### src/rtl/aes_block_loader.sv
// Word-serial loader that assembles an AES state block and cipher key, then hands
// the block with its active key to the initial round-key addition stage.
module aes_block_loader #(
    parameter int unsigned WORD = 32,
    parameter int unsigned NB   = 4
) (
    input  logic                 clk,
    input  logic                 rst,
    input  logic                 i_valid,
    input  logic                 i_sel_key,
    input  logic [WORD-1:0]      i_word,
    output logic                 o_ready,
    output logic                 o_valid,
    output logic [WORD*NB-1:0]   o_block,
    output logic [WORD*NB-1:0]   o_roundkey,
    output logic                 o_key_valid
);

    localparam int unsigned BW = WORD * NB;
    localparam int unsigned CW = $clog2(NB);
    localparam logic [CW-1:0] LAST = CW'(NB - 1);

    typedef enum logic {
        LOAD,
        WAIT_KEY
    } state_t;

    state_t          state_q, state_d;
    logic [CW-1:0]   key_cnt, blk_cnt;
    logic [BW-1:0]   key_sr, act_key, blk_sr;
    logic [BW-1:0]   key_full_c, blk_full_c;
    logic            acc_key_c, acc_blk_c;
    logic            key_commit_c, blk_last_c;
    logic            emit_c, emit_held_c;

    // Block words stall while a completed block waits for its first key.
    assign o_ready = rst && ((state_q == LOAD) || i_sel_key);

    // Shadow registers with the incoming word merged into its column.
    always_comb begin
        key_full_c   = key_sr;
        blk_full_c   = blk_sr;
        acc_key_c    = i_valid && o_ready && i_sel_key;
        acc_blk_c    = i_valid && o_ready && !i_sel_key;
        key_commit_c = acc_key_c && (key_cnt == LAST);
        blk_last_c   = acc_blk_c && (blk_cnt == LAST);
        for (int unsigned c = 0; c < NB; c++) begin
            if (key_cnt == CW'(c)) key_full_c[(NB-1-c)*WORD +: WORD] = i_word;
            if (blk_cnt == CW'(c)) blk_full_c[(NB-1-c)*WORD +: WORD] = i_word;
        end
    end

    always_ff @(posedge clk) begin
        if (!rst) state_q <= LOAD;
        else      state_q <= state_d;
    end

    always_comb begin
        state_d     = state_q;
        emit_c      = 1'b0;
        emit_held_c = 1'b0;
        case (state_q)
            LOAD: begin
                if (blk_last_c) begin
                    if (o_key_valid) emit_c  = 1'b1;
                    else             state_d = WAIT_KEY;
                end
            end
            WAIT_KEY: begin
                if (key_commit_c) begin
                    state_d     = LOAD;
                    emit_held_c = 1'b1;
                end
            end
            default: state_d = LOAD;
        endcase
    end

    // Counters, shadow/active key and the registered output pair.
    always_ff @(posedge clk) begin
        if (!rst) begin
            key_cnt     <= '0;
            blk_cnt     <= '0;
            key_sr      <= '0;
            act_key     <= '0;
            blk_sr      <= '0;
            o_valid     <= 1'b0;
            o_block     <= '0;
            o_roundkey  <= '0;
            o_key_valid <= 1'b0;
        end else begin
            o_valid <= emit_c || emit_held_c;
            if (acc_key_c) begin
                key_cnt <= key_commit_c ? '0 : key_cnt + CW'(1);
                key_sr  <= key_full_c;
            end
            if (key_commit_c) begin
                act_key     <= key_full_c;
                o_key_valid <= 1'b1;
            end
            if (acc_blk_c) begin
                blk_cnt <= blk_last_c ? '0 : blk_cnt + CW'(1);
                blk_sr  <= blk_full_c;
            end
            if (emit_c) begin
                o_block    <= blk_full_c;
                o_roundkey <= act_key;
            end else if (emit_held_c) begin
                o_block    <= blk_sr;
                o_roundkey <= key_full_c;
            end
        end
    end

endmodule

### config.mk
export PLATFORM = sky130hd
export DESIGN_NAME = aes_block_loader
export DESIGN_NICKNAME = d
export VERILOG_FILES = /design/src/rtl/aes_block_loader.sv
export SDC_FILE = /design/constraint.sdc
export NUM_CORES = 1
export LEC_CHECK = 0
export CAP_MARGIN = 30
export CORE_MARGIN = 3
export CORE_UTILIZATION = 45
export DETAILED_ROUTE_END_ITERATION = 12
export DONT_BUFFER_PORTS = 1
export HOLD_SLACK_MARGIN = 0.02
export PLACE_DENSITY = 0.7
export SYNTH_ARGS = -nofsm -noshare
export SYNTH_HDL_FRONTEND = slang
export SYNTH_SLANG_ARGS = --single-unit
### constraint.sdc
create_clock -name clk -period 1.8 [get_ports clk]
set_input_delay 0.18 -clock clk [delete_from_list [all_inputs] [get_ports clk]]
set_output_delay 0.18 -clock clk [all_outputs]
set_load 0.01 [all_outputs]
==> Word level (Yosys, flattened, before mapping) <==
Index checks and enable logic that the tools add are counted.
{ "word_totals": {"latchBits": 0, "mem_count": 0, "elab_cells": 54, "ramBits": 0, "romBits": 0, "reg_bits": 647, "inputBits": 36, "out_inout_bits": 259} }
{ "classes": {"reduce_logical": 12, "eq_ne": 6, "div_mod_pow": 0, "addsub": 2, "n_mul": 0, "n_lt_le_gt_ge": 0, "n_mux": 23, "n_bitwise": 1, "shift": 0} }
{ "op_table": {"columns": ["cell", "n"], "rows": [
  ["$mux 128", 4],
  ["$mux 32", 8],
  ["$eq 2x2->1 const B", 4],
  ["$mux 1", 8],
  ["$logic_and 1x1->1", 6],
  ["$add 2x1->2 const B", 2],
  ["$eq 2x1->1 const B", 2],
  ["$logic_not 2->1", 2],
  ["$mux 2", 2],
  ["$logic_or 1x1->1", 2],
  ["$pmux 1 s2", 1],
  ["$reduce_bool 2->1", 1],
  ["$logic_not 1->1", 1],
  ["$not 1->1", 1]
]} }

==> Logic depth before layout (Yosys ltp) <==
{ "depth": {"word_depth": 10, "mapped_depth": 9, "mapped_depth_nobuf": 5} }

==> Least setup slack after synthesis <==
No wires, ideal clock.
{ "synth_timing": {"path_type": "register to register", "from": "register key_cnt[0]", "to": "register o_roundkey[44]", "setup_time_ns": 0.122, "slack_ns": -0.124, "t_required_ns": 1.678, "path_stages_with_launch": 8, "synth_period_minus_slack_ns": 1.924, "t_arrival_ns": 1.802, "path_buffers": 2, "cell_sequence": "dfxtp_1 -> inv_1 -> ha_1 -> clkbuf_1 -> buf_1 -> mux2i_1 -> nor3_1 -> a221o_1"} }
{ "synth_via": {"elab_chain_len": 5, "word_cells_on_any_way": 9, "classes_between": "2 x eq/ne; 5 x mux; 2 x reduce/logical"} }
{ "synth_lines": {"columns": ["item", "line_no", "rtl"], "rows": [
  ["start, declared", "29", "logic [CW-1:0] key_cnt, blk_cnt;"],
  ["start signal, assigned", "94", "key_cnt <= key_commit_c ? '0 : key_cnt + CW'(1);"],
  ["$eq 2x2->1", "45", "key_commit_c = acc_key_c && (key_cnt == LAST);"],
  ["$logic_and 1x1->1", "45", null],
  ["$mux 1", "70", "if (key_commit_c) begin"],
  ["$mux 1", "62", "case (state_q)"],
  ["$reduce_bool 2->1 (no line)", null, null],
  ["end signal, assigned", "107", "o_roundkey <= act_key;"],
  ["end signal, assigned", "110", "o_roundkey <= key_full_c;"],
  ["end, declared", "15", "output logic [WORD*NB-1:0] o_roundkey,"]
]} }
Several ways; a longest one is shown, not always the timed one. The select of a mux whose other input is x is not followed.
A chain may end at the register's enable or synchronous reset.

==> Worst setup path in the final report <==
{ "layout_timing": {"from": "register key_cnt[1]", "to": "register o_roundkey[82]"} }
Same word-level chain as after synthesis.

==> flow_summary.ini <==
[synth]
synth_top_area_share_pct = 48.9
yosys_register_bits = 615
synth_edf_count = 0
yosys_warnings = 0
synth_area_leaders = dfxtp_1, a211oi_1, mux2i_1, a221o_1, nor2_1
synth_common_cells = dfxtp_1, nor2_1, a211oi_1
synth.distinct_cells = 31
synthFlopType = dfxtp_1
syn_area_per_cell_um2 = 9.31
yosysMostFrequentCell = dfxtp_1
ys_seq_area_share_pct = 48.9
syn_nets = 2749
yosys.area.top_type = dfxtp_1
synth_async_sr_flop_share_pct = 0
synth_cells = 2705
syn-cell-area_mm2 = 0.0252

[power]
ir_drop_mv = 0.686
p_per_area_mw_per_mm2 = 947
power_leakage_nw = 11.8
power_mw = 30.6

[worst_setup_path]
critPathKind = register to register
reg2reg_from = key_cnt[1]
worstPathArrival_ns = 2.30
reg2reg_depth = 7
r2r-end = o_roundkey[82]
crit_required_ns = 2.28
reg2reg_slack_ns = -0.02
cp-start-kind = register
cp_max_fo = 23
startpoint = key_cnt[1]
critPathCaptureType = register

[die]
fp.dieArea_mm2 = 0.0589
num_rows = 86
die_w_um = 243
core_mm2 = 0.0552
die_h_um = 243
start_util_pct = 45.6
num_io_pins = 295

[timing]
fin_tns_setup_ns = -0.0201
slew_headroom_pct = 18.3
skew_ns = 0.0250
hold_viol_final = 0
worst_slew_pin_slew_ns = 1.22
fin_ws_ns = -0.0185
fin_crit_sh_pct = 101
slew_violations = 0
layout_min_cycle_time_ns = 1.82
rsz0062_at_grt = yes
fmaxAchievable_mhz = 550
setup_viol = 2

[global_route]
grt_pass1_vias = 21373
grt_usage_pct = 30.2
antenna_found_initial = 28
grt_pass1_wl_um = 138000
grt-ovfl-total = 0
grt_max_degree = 140

[placement]
place_area_mm2 = 0.0269
post-dp-hpwl_um = 50800
placedCellCount = 3309
gp_congestion = 0.803
io_buffers = 0

[detailed_routing]
ant_nets = 0
vias = 23063
remaining_drc_errors = 0
routed_wl_um = 95800
avgViaCountPerCell = 6.30
initialDrtViolationCount = 2500
drt_first_pass_iters = 6
wl_per_cell_um = 26.2

[hold_path]
min_path_cells = 3
hold_end = act_key[26]
hold_start = rst
hp-class = input port to register

[clock_network]
numCtsBuffers = 68
cts.reportedPaths.clkPinSlew_ns = 0.06
cts_tree = built
clkSinkCount = 615
htreeDepth = 3
clock_latency_ns = 0.62
cts_max_path_buffers = 3
clockRootBuffer = clkbuf_16

[cells_and_area]
nets = 2891
final_util_pct = 58.6
drive_gt1_share_pct = 14.4
finalNonFillerCells = 3659
area_delta_synth_final_pct = 28.3
design_area_mm2 = 0.0323

[outcome]
violations = setup timing
status = finished, violations left

[flow_run]
cap_violations = 0
==> worst max-delay path: stages (launching register included) <==
cell     delay [ns]
dfxtp_1        0.32
buf_4          0.14
inv_1          0.08
ha_2           0.24
buf_12         0.23
mux2i_1        0.32
nor3_1         0.08
a221o_1        0.27
==> where the power goes <==
part           switching [mW]  leakage, nW  internal [mW]
Sequential              0.147         4.98           13.8
Clock                    5.79         1.14           8.67
Combinational            1.29         5.65          0.865
Total                    7.23         11.8           23.4
==> through the flow <==
step                      hold WS (ns)  setup WS (ns)
final                            0.108        -0.0185
after floorplan                  0.426         0.0260
after detailed placement         0.302        -0.0112
after global routing            0.0927        -0.0665
after global placement           0.294         0.0340
after CTS                       0.0960        0.00887
==> how the worst max path moves through the flow <==
stage                          end  cells past startpoint
detailed placement     o_block[70]                      6
global placement       o_block[71]                      6
global route        o_roundkey[77]                      7
floorplan              o_block[20]                      8
finish              o_roundkey[82]                      7
CTS                    o_block[76]                      6
==> placed cells by master (no fill, tap or decap), types with 55 or more instances in the layout <==
master / n
dfxtp_1: 611
a211oi_1: 279
and2_1: 97
buf_4: 130
nor3_1: 178
nand2_1: 125
a21oi_1: 62
mux2i_1: 148
and3_1: 96
nor2_1: 288
a221o_1: 129
a311o_1: 72
dlygate4sd3_1: 168
nand3_1: 96
clkbuf_16: 83
o221ai_1: 55
==> repair_timing <==
| action | CTS | global route |
|---|---|---|
| resized for setup | 5 | 98 |
| setup buffers | 2 | 7 |
| setup endpoints to repair | 35 | 354 |
| pin swaps | 0 | 4 |
| endpoints found under the hold margin | 607 | 0 |
| hold buffers | 175 | 0 |
| cloned | 3 | 11 |
==> cell families after synthesis <==
logic type / synth area share (%)
flops: 48.9
compound gates: 20.5
buf+inv: 5.89
mux: 7.63
fa+ha+maj: 0.397
simple gates: 16.7
==> per-layer routing <==
layer / up-vias / GRT usage [%] / routed length (um)
met5: - / 0 / 12
met4: 2 / 17.6 / 5650
met3: 264 / 8.74 / 9830
li1: 10282 / - / -
met2: 1193 / 47.1 / 44200
met1: 11322 / 37.2 / 36200
==> area by class of cell <==
type                       count  area, um2
tap                          748        936
antenna                       15       37.5
inverter                      29        119
timing repair buffer         401       4750
sequential                   615      12300
multi-input combinational   1732      11800
clock inverter                20        278
fill                        4420      22900
clock buffer                  99       2050
==> registers in the layout, summed over array words and instances (netlist names) <==
signal,count
o_valid,1
blk_sr,128
key_sr,96
blk_cnt,2
o_key_valid,1
state_q,1
o_block,128
key_cnt,2
o_roundkey,128
act_key,128
Power figures use the tool's default switching activity.
